File: config.mk
export PLATFORM = sky130hd
export DESIGN_NAME = pong_score_ctrl
export DESIGN_NICKNAME = d
export VERILOG_FILES = /design/src/rtl/pong_pkg.sv /design/src/rtl/tick_timer.sv /design/src/rtl/pong_score_ctrl.sv
export SDC_FILE = /design/constraint.sdc
export NUM_CORES = 1
export LEC_CHECK = 0
export CAP_MARGIN = 20
export CORE_MARGIN = 3
export CORE_UTILIZATION = 51
export CTS_CLUSTER_SIZE = 40
export DETAILED_ROUTE_END_ITERATION = 6
export GPL_TIMING_DRIVEN = 0
export PLACE_DENSITY_LB_ADDON = 0.3
export SYNTH_ARGS = -nofsm -noshare
export SYNTH_HDL_FRONTEND = slang
export SYNTH_SLANG_ARGS = --single-unit
File: constraint.sdc
create_clock -name clk -period 2.2 [get_ports clk]
set_input_delay 0.44 -clock clk [delete_from_list [all_inputs] [get_ports clk]]
set_output_delay 0.44 -clock clk [all_outputs]
set_load 0.005 [all_outputs]
File: src/rtl/pong_pkg.sv
// Shared types and default constants for the pong match controller.
package pong_pkg;

    typedef enum logic [2:0] {
        IDLE   = 3'd0,
        SERVE  = 3'd1,
        PLAY   = 3'd2,
        PAUSED = 3'd3,
        POINT  = 3'd4,
        OVER   = 3'd5
    } match_state_t;

    localparam int DEF_SCORE_WIDTH = 4;
    localparam int DEF_WIN_SCORE   = 7;
    localparam int DEF_HOLD_TICKS  = 60;
    localparam int DEF_SERVE_TICKS = 30;
    localparam int DEF_TIMER_WIDTH = 8;

    // Winner flags packed as [1]=player 1, [0]=player 0.
    function automatic logic [1:0] win_onehot(input logic p0_won, input logic p1_won);
        return {p1_won, p0_won};
    endfunction

endpackage

File: src/rtl/tick_timer.sv
// Frame-tick counter shared by the SERVE and POINT hold phases.
// done pulses on the tick that completes 'target' ticks since the last clear.
module tick_timer #(
    parameter int WIDTH = 8
) (
    input  logic             clk,
    input  logic             rst,
    input  logic             clr,
    input  logic             tick,
    input  logic [WIDTH-1:0] target,
    output logic             done
);

    localparam logic [WIDTH-1:0] ONE = WIDTH'(1);

    logic [WIDTH-1:0] cnt_q, cnt_d;

    // Next count: clear wins over tick so a state change always starts from zero.
    always_comb begin
        cnt_d = cnt_q;
        if (clr) begin
            cnt_d = '0;
        end else if (tick) begin
            cnt_d = cnt_q + ONE;
        end
    end

    // Counter register.
    always_ff @(posedge clk or posedge rst) begin
        if (rst) begin
            cnt_q <= '0;
        end else begin
            cnt_q <= cnt_d;
        end
    end

    // Independent of clr so the FSM can use done to compute clr without a loop.
    assign done = tick && (cnt_q == (target - ONE));

endmodule

File: src/rtl/pong_score_ctrl.sv
// Match controller: scores, serve/play/point-hold/game-over sequencing,
// and ball-stage control (re-centre and freeze). All outputs are Moore.
module pong_score_ctrl
    import pong_pkg::*;
#(
    parameter int SCORE_WIDTH = DEF_SCORE_WIDTH,
    parameter int WIN_SCORE   = DEF_WIN_SCORE,
    parameter int HOLD_TICKS  = DEF_HOLD_TICKS,
    parameter int SERVE_TICKS = DEF_SERVE_TICKS,
    parameter int TIMER_WIDTH = DEF_TIMER_WIDTH
) (
    input  logic                   clk,
    input  logic                   rst,
    input  logic                   frame_tick,
    input  logic                   start,
    input  logic                   pause_btn,
    input  logic [1:0]             win,
    output logic                   ball_rst,
    output logic                   ball_pause,
    output logic [SCORE_WIDTH-1:0] score0,
    output logic [SCORE_WIDTH-1:0] score1,
    output logic                   game_over,
    output logic [1:0]             winner
);

    localparam logic [SCORE_WIDTH-1:0] WIN_S   = SCORE_WIDTH'(WIN_SCORE);
    localparam logic [SCORE_WIDTH-1:0] S_ONE   = SCORE_WIDTH'(1);
    localparam logic [TIMER_WIDTH-1:0] HOLD_T  = TIMER_WIDTH'(HOLD_TICKS);
    localparam logic [TIMER_WIDTH-1:0] SERVE_T = TIMER_WIDTH'(SERVE_TICKS);

    match_state_t           state_q, state_d;
    logic [SCORE_WIDTH-1:0] score0_q, score0_d;
    logic [SCORE_WIDTH-1:0] score1_q, score1_d;

    logic                   tmr_clr;
    logic                   tmr_done;
    logic [TIMER_WIDTH-1:0] tmr_target;
    logic                   timed_state;
    logic                   p0_at_win;
    logic                   p1_at_win;

    assign p0_at_win   = (score0_q == WIN_S);
    assign p1_at_win   = (score1_q == WIN_S);
    assign timed_state = (state_q == SERVE) || (state_q == POINT);
    assign tmr_target  = (state_q == POINT) ? HOLD_T : SERVE_T;
    // Timer only runs in the two timed phases and restarts on any transition.
    assign tmr_clr     = (state_d != state_q) || !timed_state;

    tick_timer #(
        .WIDTH (TIMER_WIDTH)
    ) u_tick_timer (
        .clk    (clk),
        .rst    (rst),
        .clr    (tmr_clr),
        .tick   (frame_tick),
        .target (tmr_target),
        .done   (tmr_done)
    );

    // Next-state and score update; scores only move on the PLAY->POINT edge.
    always_comb begin
        state_d  = state_q;
        score0_d = score0_q;
        score1_d = score1_q;
        unique case (state_q)
            IDLE: begin
                if (start) begin
                    state_d  = SERVE;
                    score0_d = '0;
                    score1_d = '0;
                end
            end
            SERVE: begin
                if (tmr_done) state_d = PLAY;
            end
            PLAY: begin
                // A point outranks a pause press in the same cycle.
                if (win != 2'b00) begin
                    state_d = POINT;
                    if (win == 2'b01 && !p0_at_win) score0_d = score0_q + S_ONE;
                    if (win == 2'b10 && !p1_at_win) score1_d = score1_q + S_ONE;
                end else if (pause_btn) begin
                    state_d = PAUSED;
                end
            end
            PAUSED: begin
                if (pause_btn) state_d = PLAY;
            end
            POINT: begin
                if (tmr_done) state_d = (p0_at_win || p1_at_win) ? OVER : SERVE;
            end
            OVER: begin
                if (start) begin
                    state_d  = SERVE;
                    score0_d = '0;
                    score1_d = '0;
                end
            end
            default: state_d = IDLE;
        endcase
    end

    // State and score registers.
    always_ff @(posedge clk or posedge rst) begin
        if (rst) begin
            state_q  <= IDLE;
            score0_q <= '0;
            score1_q <= '0;
        end else begin
            state_q  <= state_d;
            score0_q <= score0_d;
            score1_q <= score1_d;
        end
    end

    // Output decode purely from registered state and scores.
    always_comb begin
        ball_rst   = (state_q == IDLE) || (state_q == SERVE) || (state_q == OVER);
        ball_pause = (state_q == PAUSED) || (state_q == POINT);
        game_over  = (state_q == OVER);
        winner     = (state_q == OVER) ? win_onehot(p0_at_win, p1_at_win) : 2'b00;
    end

    assign score0 = score0_q;
    assign score1 = score1_q;

endmodule

-- After elaboration in Yosys (flattened, before gate mapping)
Index checks and enable logic that the tools add are counted.
- equal/unequal tests: 15
- mux-type cells: 19
- reductions and logical operators: 19
- $add $sub $neg: 4
- operator list (kind ; number):
    2-to-1 mux 3 bit ; 7
    2-to-1 mux 4 bit ; 5
    2-to-1 mux 8 bit ; 2
    case mux 4 bit (2 select lines) ; 2
    case mux 3 bit (5 select lines) ; 1
    adder 4 x 1 -> 4 bit (second input constant) ; 2
    adder 8 x 1 -> 8 bit (second input constant) ; 1
    == test 4 x 3 -> 1 bit (second input constant) ; 2
    == test 8 bit ; 1
    AND reduction 4 bit ; 2
    subtractor 6 x 1 -> 7 bit (second input constant) ; 1
    == test 3 x 2 -> 1 bit (second input constant) ; 2
    == test 3 bit (second input constant) ; 2
    logical OR 1 bit ; 6
    2-to-1 mux 6 bit ; 1
    != test 2 bit (second input constant) ; 3
    nonzero test 2 bit ; 3
    == test 3 x 1 -> 1 bit (second input constant) ; 1
    logical AND 1 bit ; 3
    logical NOT 1 bit ; 3
    logical NOT 3 bit ; 1
    != test 3 bit ; 1
    == test 2 x 1 -> 1 bit (second input constant) ; 1
    == test 2 bit (second input constant) ; 1
    other kinds (3) ; 3
- register bits after elaboration: 19
- logic and storage cells: 61
- output and inout bits: 13
- input bits: 7

-- Longest topological paths before layout
Gate-level depths: netlist (run 1).
- word-level depth: 10
- depth in mapped cells: 5

-- Hierarchy
A second synthesis (run 1) with hierarchy kept.
- cells, all modules: 155
- area total of the unflattened synthesis: 1395.1 sq um
- modules (own cells, without submodules) (module ; sequential area each (sq um) ; cells an instance ; instances ; area each (sq um)):
    pong_score_ctrl ; 275.3 ; 85 ; 1 ; 769.5
    tick_timer ; 200.2 ; 70 ; 1 ; 625.6

-- Worst setup path after synthesis (run 1)
OpenSTA, ideal clock, no wires.
- kind: reg-to-reg
- from: reg score0_q[0] (netlist: score0[0])
- to: reg score0_q[0] (netlist: score0[0])
- cell stages (with the launch flop): 6
- arrival: 1.495 ns
- data required time: 2.075 ns
- path slack: 0.581 ns
- setup time: 0.125 ns
- cell sequence: dfrtp_1 > ha_1 > and3b_1 > nor3_1 > nor2_1 > mux2_2
- longest elaborated chain between the ends: 5
- ends and longest elaborated chain (what ; line ; source):
    start, declared ; pong_score_ctrl.sv:32 ; logic [SCORE_WIDTH-1:0] score0_q, score0_d;
    start signal, assigned ; pong_score_ctrl.sv:111 ; score0_q <= score0_d;
    parallel branches: the longest is 5 deep, another holds adder 4 x 1 -> 4 bit ; - ;
Parallel ways; which one is timed is not known. The select of a mux whose other input is x is not followed.
A chain may end at the register's enable or synchronous reset.

-- Worst setup path in the final report (run 1)
- from: reg state_q[1]
- to: out ball_pause
- longest elaborated chain between the ends: 2
- ends and longest elaborated chain (what ; line ; source):
    start, declared ; pong_score_ctrl.sv:31 ; match_state_t state_q, state_d;
    start signal, assigned ; pong_score_ctrl.sv:110 ; state_q <= state_d;
    == test 3 x 2 -> 1 bit / == test 3 bit (equally long branches) ; pong_score_ctrl.sv:119 ; ball_pause = (state_q == PAUSED) || (state_q == POINT);
    logical OR 1 bit * ; pong_score_ctrl.sv:119 ;
    end, declared ; pong_score_ctrl.sv:19 ; output logic ball_pause,
Mark *: on every way between the ends. The rest lies on a longest branch, timed or not.

==> results of run 1 <==
==> power breakdown <==
part           internal (mW)  leakage, nW  switching [mW]
registers              0.401        0.252          0.0756
clock network         0.0677       0.0177           0.113
logic                  0.188        0.385           0.216
==> through the flow <==
stage,setup slack (ps),utilization
2_1_floorplan,580.6,-
3_3_place_gp,87.14,0.6722
3_5_place_dp,39.54,0.6722
4_1_cts,19.94,0.7004
5_1_grt,11.29,0.7120
6_report,81.46,0.7120
==> cell usage in the layout, fill, tap and decap left out, types with 3 or more instances in the layout <==
master	n
dfrtp_1	18
xor2_1	4
nand3b_1	3
nand2_1	9
nor2_1	16
clkdlybuf4s50_1	17
nand3_1	6
o21ai_0	3
buf_4	5
nor3_1	4
inv_1	8
clkbuf_4	3
xnor2_1	4
==> metal layers <==
| layer | global-route usage | up-vias | part of all wire |
|---|---|---|---|
| met2 | 0.3204 | 28 | 0.45 |
| met4 | 0.06809 | 0 | 0 |
| li1 | - | 485 | - |
| met3 | 0.03662 | 0 | 0.059 |
| met1 | 0.2900 | 471 | 0.49 |
| met5 | 0 | - | 0 |
==> synthesized netlist by cell type, types with 2 or more instances <==
cell type	instances
xor2_1	4
nand3_1	6
inv_1	8
dfrtp_1	19
xnor2_1	4
ha_1	3
o31ai_1	2
nor2b_1	3
and2b_1	2
a31o_2	2
nand4bb_1	2
a32oi_1	2
nand3b_1	3
nand2_1	10
o21ai_0	3
nand4_1	2
nor3_1	4
nor2_1	16
==> layout make-up <==
cell class / instances / area (um2)
Buffer: 1 / 11.26
Timing Repair Buffer: 24 / 232.7
Multi-Input combinational cell: 90 / 641.9
Inverter: 8 / 30.03
Sequential cell: 19 / 476.7
Clock inverter: 1 / 5.005
Tap cell: 27 / 33.78
Fill cell: 166 / 588.1
Clock buffer: 3 / 22.52
==> kinds of logic after synthesis <==
kind of cell | share of synthesized area
muxes | 0.01852
DFF | 0.4139
AOI/OAI and AO/OA | 0.1340
adders and majority gates | 0.03268
buffers and inverters | 0.03921
xor gates and xnor gates | 0.06100
and+or+nand+nor | 0.3007
==> sequential cells by signal, indices dropped and copies added, names as in the netlist <==
signal / flops
u_tick_timer.cnt_q: 8
state_q: 3
score1: 4
score0: 4
==> worst max-delay path by stage <==
stage,start,end,slack [ps],cells past startpoint
final,state_q[1],ball_pause,80,5
after detailed placement,frame_tick,state_q[2],40,5
after global routing,state_q[1],ball_pause,10,5
after global placement,frame_tick,state_q[2],90,5
after floorplan,score0[0],score0[0],580,5
after CTS,score0[0],winner[0],20,4
==> timing repair <==
item / 4_1_cts / 5_1_grt
gates resized for setup: 4 / 4
buffers inserted: 3 / 2
setup endpoints to repair: 4 / 4
==> worst register-to-register path, delay by kind of cell (launching register included) <==
kind / cells / cell delay (ps)
and+or+nand+nor: 3 / 850
adders and majority gates: 1 / 200
DFF: 1 / 400
muxes: 1 / 290
buffers and inverters: 1 / 140
==> impl_results.md, run 1 <==
* Outcome: finished, final reports clean
* Worst r2r path cells at 6
* Pleak at 0.6546 nW
* Synth top area cells: dfrtp_1 (41%), nor2_1 (5.2%), ha_1 (3.3%)
* Post-Syn Area at between 1000 and 1500 um2
* Final setup viols at 0
* Final hold vios at 0
* Layout cell share with drive strength beyond 1 at 0.1575
* Pwr Total at between 1 and 1.5 mW
* Critical path's slowest cell: clkdlybuf4s50_1
* Core ar. at between 2000 and 2500 um2
* R2R setup slack at approximately 210 ps
* Post-placement cell area at 1373 um2
* Nets@finish at 157
* Pre-antenna DRT Iters at 4
* Cell count after synthesis at around 120
* Critical path, cell by cell: buf_6, nor2b_4, nand2_2, o21ai_0, clkdlybuf4s50_1
* Number of diodes at 0
* Design Area, Final at around 1500 um2
* Number of buffers created by CTS at 3
* Worst path top cell family by delay: buffers and inverters
* Fmax at roughly 0.47 GHz
* H-tree level count at 1
* Post-synthesis sequential area ratio at 0.4139
* Gr ovfl total at 0
* R2R Path Start: score0[0]
* Root Buffer: clkbuf_4
* RSZ-0062 raised after global routing: false
* Number of buffers on the longest clock path at 2
* Synth area leader: dfrtp_1
* Number of global-route vias before repair at just under 1000
* Post-route ant nets at 0
* Slew Limit Fails at 0
* Vias at just under 1000
* Req. time, crit path at 1760 ps
* Post-Layout Cell Count at 173
* Synth unique cells at 42
* Placer Congestion at a little under 0.9
* Post-layout min period at ~2100 ps
* Worst skew pair latency at 300 ps
* CP peak stage delay at 510 ps
* VDD IR-drop max at 0.5072 mV
* Avg Inst Size Synth at ~9.7 um2
* Largest net degree at the start of global routing at 20
* Worst endpoint data arrival time at about 1700 ps
* Skew final at 7.528 ps
* Remaining DRCs at 0
* Vias per cell at 5.688
* Syn Nets at 129
* Synth Warn # at 0
* Number of port buffers at 19
* Post-DP HPWL at ~1.8 mm
* First-pass GRT wire length at roughly 4.3 mm
* Final period util at 0.9630
* Number of flops mapped to enable cells by yosys at 0
* Pwr dens at 729.6 nW/um2
* Die W at 53.46 um
* FFs w/ async S/R, synth at 1.000
* Crit Path Max Fanout at 10
* Hold WS at ~560 ps
* DR WL/cell at 14.49 um
* Worst setup SP type: register
* Floorplan row count at 16
* FF+latch count, synth at 19
* Prevailing post-synth register cell: dfrtp_1
* Initial Util at 0.5625
* Die Y at 53.46 um
* Yosys top cell area share at 0.4139
* Total negative slack at 0 ps
* Total I/O pin count at 20
* Max-capacitance violation count at 0
* Crit path buffers/inverters at 2
* CP Capture Type: primary output
* Post-Place Cells at approximately 170
* DR iter-0 viols at 27
* CTS tree: built
* Worst relative slew slack at 0.5006
* P&R area growth vs syn at 26.58%
* Crit path kind: reg2out
* GRT Total Usage at 0.2072
* Clock transition at the registers of the reported paths at about 120 ps
* Post-CTS Hold Buffers at 0
* Sink Count at 19
* Initial antenna violation count at 0
* Min-Delay Path Class: in2async
* Final WL at 2.506 mm
* Least-Margin Pin Slew at 748.2 ps
* FF-to-FF End: score0[0]
* Die area at approximately 2900 um2
Power figures use the tool's default switching activity.
==> run 2: changes to the inputs <==
--- a/config.mk
+++ b/config.mk
@@ -5,6 +5,7 @@
 export SDC_FILE = /design/constraint.sdc
 export NUM_CORES = 1
 export LEC_CHECK = 0
+export ABC_AREA = 1
 export CAP_MARGIN = 20
 export CORE_MARGIN = 3
 export CORE_UTILIZATION = 51
==> run 2 against run 1 <==
Clock skew rose by 1.0 ps. Die area fell by 0.28%. Hold slack got worse by 22 ps. Cell area shrank 0.43%. Via count grew 9.5%. Area after synthesis down 0.33%. Cell count is 19% higher. Combinational power rose by 50%. Sequential share of layout area grew 0.14 points. Core utilization fell by 0.31 points. Clock power rose by 3%. Largest cell class unchanged. Largest power group is now combinational logic.
==> impl_results.md, run 2 <==
* Outcome: finished, final reports clean
* Multi-input combinational cell area at 605.6 um2
* Synth Warn # at 0
* Cell count after synthesis at approximately 150
* Fillcell total at 180
* Placer Congestion at approximately 0.86
* Final period util at 0.9621
* Fmax at roughly 0.47 GHz
* Post-layout util at 0.7089
* Top-count cell post-synth: nand2_1
* Internal power at ~0.8 mW
* DR iter-0 viols at 23
* Final WL at approximately 2.6 mm
* Crit path buffers/inverters at 1
* Total I/O pin count at 20
* Root Buffer: clkbuf_4
* Pwr dens at between 900 and 1000 nW/um2
* First-pass GRT wire length at approximately 4.4 mm
* Skew final at about 8.5 ps
* Critical path, cell by cell: ha_1, nand2_1, nor3_2, clkdlybuf4s50_1
* Largest register FFs at 8
* Avg Inst Size Synth at between 7 and 8 um2
* Final setup viols at 0
* Combinational power share at 0.447
* P&R area growth vs syn at 26.45%
* FF+latch count, synth at 19
* Slew Limit Fails at 0
* Clock transition at the registers of the reported paths at 120 ps
* Post-Syn Area at between 1000 and 1500 um2
* Post-layout min period at 2117 ps
* DR WL/cell at about 13 um
* Worst setup SP type: register
* CTS tree: built
* Number of global-route vias before repair at 1062
* Max-capacitance violation count at 0
* Sw frac at 0.4069
* Total negative slack at 0 ps
* GRT Total Usage at 0.2072
* Most frequent cells in the layout: nand2_1 (33), inv_1 (22), nor2_1 (22)
* Final hold vios at 0
* Commonest cells post-synth: nand2_1 (33), inv_1 (22), nor2_1 (22)
* Most common cell after layout, fill and taps aside: nand2_1
* Req. time, crit path at between 1500 and 2000 ps
* Gr ovfl total at 0
* Critical path's slowest cell: clkdlybuf4s50_1
* Worst relative slew slack at 0.5234
* Post-CTS Hold Buffers at 0
* Vias per cell at 5.228
* Hold WS at 534.7 ps
* Core ar. at 2042 um2
* H-tree level count at 1
* Synth top area cells: dfrtp_1 (42%), nand2_1 (11%), inv_1 (7.2%)
* Number of diodes at 0
* Layout cell share with drive strength beyond 1 at 0.1117
* VDD IR-drop max at about 0.66 mV
* Number of port buffers at 19
* Clock network fraction of design power at 0.138
* Design Area, Final at about 1400 um2
* Nets@finish at between 150 and 200
* Least-Margin Pin Slew at ~700 ps
* Number of flops mapped to enable cells by yosys at 0
* Die W at 53.38 um
* Vias at ~1100
* Post-route ant nets at 0
* Post-placement cell area at 1369 um2
* Worst skew pair latency at approximately 300 ps
* Synth unique cells at 22
* Sink Count at 19
* FFs w/ async S/R, synth at 1.000
* Synth area leader: dfrtp_1
* Initial Util at 0.5607
* Register bank with the most flops: u_tick_timer.cnt_q
* Prevailing post-synth register cell: dfrtp_1
* Syn Nets at between 150 and 200
* Min-Delay Path Class: in2async
* Worst Setup Slack post-DPL at roughly 64 ps
* Post-DP HPWL at roughly 1.8 mm
* Number of buffers on the longest clock path at 2
* FF+latch area at roughly 480 um2
* Die area at ~2800 um2
* CP Capture Type: primary output
* Pre-antenna DRT Iters at 4
* Crit path kind: reg2out
* Sequential power share at 0.415
* Pleak at ~0.76 nW
* Initial antenna violation count at 0
* Crit Path Max Fanout at 5
* RSZ-0062 raised after global routing: true
* Die Y at 53.38 um
* Floorplan row count at 16
* Largest net degree at the start of global routing at 20
* Post-synthesis sequential area ratio at 0.4153
* Number of buffers created by CTS at 3
* Remaining DRCs at 0
* Yosys top cell area share at 0.4153
* Worst endpoint data arrival time at between 1500 and 2000 ps
* Final WS setup at between 80 and 90 ps
* CP peak stage delay at approximately 500 ps
* Worst path top cell family by delay: buffers and inverters
* Switch Pwr at 0.5497 mW
[run 2: cell types whose count changed after synthesis, moves of 3 or more]
cell	change
nor2_1	+6
nor2b_1	-3
nand2_2	+3
a21oi_1	+8
inv_1	+14
nand4_1	+3
nand3b_1	-3
o21ai_0	+3
nand2_1	+23
[run 2: power groups by stage]
stage | clock [mW] | combinational (mW) | sequential, mW
floorplan | 0 | 0.349 | 0.550
global placement | 0 | 0.544 | 0.558
global route | 0.203 | 0.693 | 0.581
CTS | 0.192 | 0.582 | 0.557
detailed placement | 0 | 0.564 | 0.566
finish | 0.186 | 0.604 | 0.561
[run 2: area by class of cell]
class | count | area share
Clock inverter | 1 | 0.003457
Inverter | 23 | 0.05964
Timing Repair Buffer | 22 | 0.1504
Multi-Input combinational cell | 111 | 0.4183
Sequential cell | 19 | 0.3293
Tap cell | 27 | 0.02334
Clock buffer | 3 | 0.01556
[run 2: repair_timing]
item,CTS,global route
pin swaps,0,1
buffers inserted,2,1
gates resized for setup,2,5
endpoints found under the setup margin,1,3
[run 2: kinds of logic (layout without fill, tap and decap cells)]
family	count (synthesis)	count (layout)	share of synthesized area
AOI/OAI and AO/OA	20	20	0.09945
xor gates and xnor gates	7	7	0.05355
adders and majority gates	3	3	0.03279
buffers and inverters	23	49	0.07541
DFF	19	19	0.4153
muxes	1	1	0.008744
and+or+nand+nor	80	80	0.3148
[run 2: final timing paths]
| check | from | endpoint | slack, ps | cells past startpoint |
|---|---|---|---|---|
| min | rst | score1[0] | 530 | 2 |
| max in group asynchronous | rst | state_q[2] | 1160 | 2 |
| max reg2reg | score0[0] | score0[3] | 450 | 8 |
| min reg2reg | score1[3] | score1[3] | 560 | 1 |
| max | score0[0] | winner[0] | 80 | 4 |
| min in group clk | score1[3] | score1[3] | 560 | 1 |
[run 2: layer usage]
layer | part of all wire | GRT usage | up-vias
met5 | 0 | 0 | -
met4 | 0.021 | 0.07234 | 0
met3 | 0.030 | 0.03944 | 6
met2 | 0.51 | 0.3653 | 25
met1 | 0.44 | 0.2465 | 503
li1 | - | - | 543
[run 2: through the flow]
| step | power [mW] | cells |
|---|---|---|
| after floorplan | 0.8980 | 153 |
| final | 1.351 | 206 |
| after detailed placement | 1.130 | 199 |
| after global routing | 1.477 | 206 |
| after global placement | 1.102 | 199 |
| after CTS | 1.331 | 205 |
==> run 3: changes to the inputs <==
--- a/config.mk
+++ b/config.mk
@@ -7,6 +7,7 @@
 export LEC_CHECK = 0
 export ABC_AREA = 1
 export CAP_MARGIN = 20
+export CORE_ASPECT_RATIO = 0.7
 export CORE_MARGIN = 3
 export CORE_UTILIZATION = 51
 export CTS_CLUSTER_SIZE = 40
==> run 3 against run 2 <==
Via count up 3.3%. Cell count grew 3.9%. Maximum frequency decreased by 1.3%. Sequential power down 2%. Critical endpoint is now ball_pause. Highest routed layer unchanged.
==> impl_results.md, run 3 (same netlist as run 2, synthesis figures left out) <==
* Outcome: finished, final reports clean
* DR iter-0 viols at 77
* Initial Util at 0.5769
* Post-Layout Cell Count at 214
* Final setup viols at 0
* Number of global-route vias before repair at 1005
* Post-DP HPWL at about 1.9 mm
* Number of diodes at 0
* Req. time, crit path at between 1500 and 2000 ps
* VDD IR-drop max at a little under 0.7 mV
* Worst relative slew slack at 0.5262
* Final WL at 2.733 mm
* Hold WS at roughly 520 ps
* Vias at 1113
* Largest net degree at the start of global routing at 20
* Number of port buffers at 19
* Slew Limit Fails at 0
* Pwr dens at approximately 940 nW/um2
* Nets@finish at about 200
* Total I/O pin count at 20
* Die area at about 2900 um2
* Pre-antenna DRT Iters at 4
* Placer Congestion at a little over 0.9
* Design Area, Final at between 1000 and 1500 um2
* Final hold vios at 0
* Crit path kind: reg2out
* Post-Place Cells at approximately 200
* Gr ovfl total at 0
* Hold Path Cell Cnt at 1
* Worst skew pair latency at about 300 ps
* Post-route ant nets at 0
* Post-layout util at 0.7516
* Fillcell total at around 150
* First-pass GRT wire length at approximately 4.4 mm
* Post-layout min period at about 2100 ps
* Sink Count at 19
* Pleak at 0.7507 nW
* Pwr Total at roughly 1.4 mW
* Hold_sp: score0[3]
* Die Y at about 46 um
* Clock transition at the registers of the reported paths at around 120 ps
* Final period util at 0.9744
* Die W at 62.63 um
* Post-placement cell area at ~1400 um2
* Worst endpoint data arrival time at approximately 1700 ps
* Post-CTS Hold Buffers at 0
* Number of buffers on the longest clock path at 2
* Most common cell after layout, fill and taps aside: nand2_1
* Root Buffer: clkbuf_4
* Max-capacitance violation count at 0
* Number of buffers created by CTS at 3
* Worst setup SP type: register
* CP Capture Type: primary output
* DR WL/cell at about 13 um
* Core ar. at 1984 um2
* Vias per cell at about 5.2
* Most frequent cells in the layout: nand2_1 (32), nor2_1 (21), inv_1 (19)
* Floorplan row count at 13
* Worst r2r path cells at 10
* Layout cell share with drive strength beyond 1 at 0.1685
* Total negative slack at 0 ps
* P&R area growth vs syn at 30.27%
* Initial antenna violation count at 0
* Fmax at approximately 0.47 GHz
* Remaining DRCs at 0
* GRT Total Usage at 0.2014
* Worst Setup Slack post-DPL at between 60 and 70 ps
* Largest register FFs at 8
* Final WS setup at 56.43 ps
* Crit Path Max Fanout at 7
* Skew final at ~3.2 ps
* Critical path origin: state_q[2]
* Min-Delay Path Class: reg2reg
* RSZ-0062 raised after global routing: true
* CTS tree: built
* Register bank with the most flops: u_tick_timer.cnt_q
* H-tree level count at 1
* Least-Margin Pin Slew at around 710 ps
* R2R Path Start: state_q[0]
-- run 3: cell count changes in the layout (fill, tap and decap cells not counted), sizes merged --
cell           before  now
dlymetal6s2s        2    1
clkdlybuf4s50      17   18
clkinvlp            0    1
clkinv              1    0
buf                 3    8
-- run 3: power by group --
| part | leakage (nW) | internal (mW) | switching (mW) |
|---|---|---|---|
| Sequential | 0.240 | 0.448 | 0.102 |
| Clock | 0.0139 | 0.0692 | 0.116 |
| Combinational | 0.496 | 0.319 | 0.344 |
-- run 3: per-layer routing --
layer	track usage	wire, um
met5	0	0
met4	0.06579	34
met3	0.05185	171
met2	0.3157	1263
met1	0.2777	1263
-- run 3: worst max-delay path, stage by stage (launching register included) --
cell and delay, ps:
dfrtp_2 500, nand2_2 120, inv_2 60, or2_2 290, clkdlybuf4s50_1 440
-- run 3: what timing repair did --
| action | in CTS | in global routing |
|---|---|---|
| gates cloned | 0 | 0 |
| setup endpoints to repair | 2 | 3 |
| pin swaps | 0 | 1 |
| buffers inserted | 3 | 5 |
| gates resized for setup | 2 | 10 |
-- run 3: final cells by class --
class                           count  area (um2)  share of cell area
Clock buffer                        3       22.52             0.01510
Clock inverter                      1       7.507            0.005034
Inverter                           23       86.33             0.05789
Multi-Input combinational cell    111       605.6              0.4060
Sequential cell                    19       479.2              0.3213
Tap cell                           30       37.54             0.02517
Timing Repair Buffer               27       252.7              0.1695
-- run 3: final timing paths --
check | endpoint | slack, ps
max in group asynchronous | state_q[1] | 1170
worst max-delay path | ball_pause | 60
min in group asynchronous | u_tick_timer.cnt_q[1] | 540
worst min-delay path | score0[3] | 520
worst max register to register | u_tick_timer.cnt_q[3] | 330
worst min register to register | score0[3] | 520
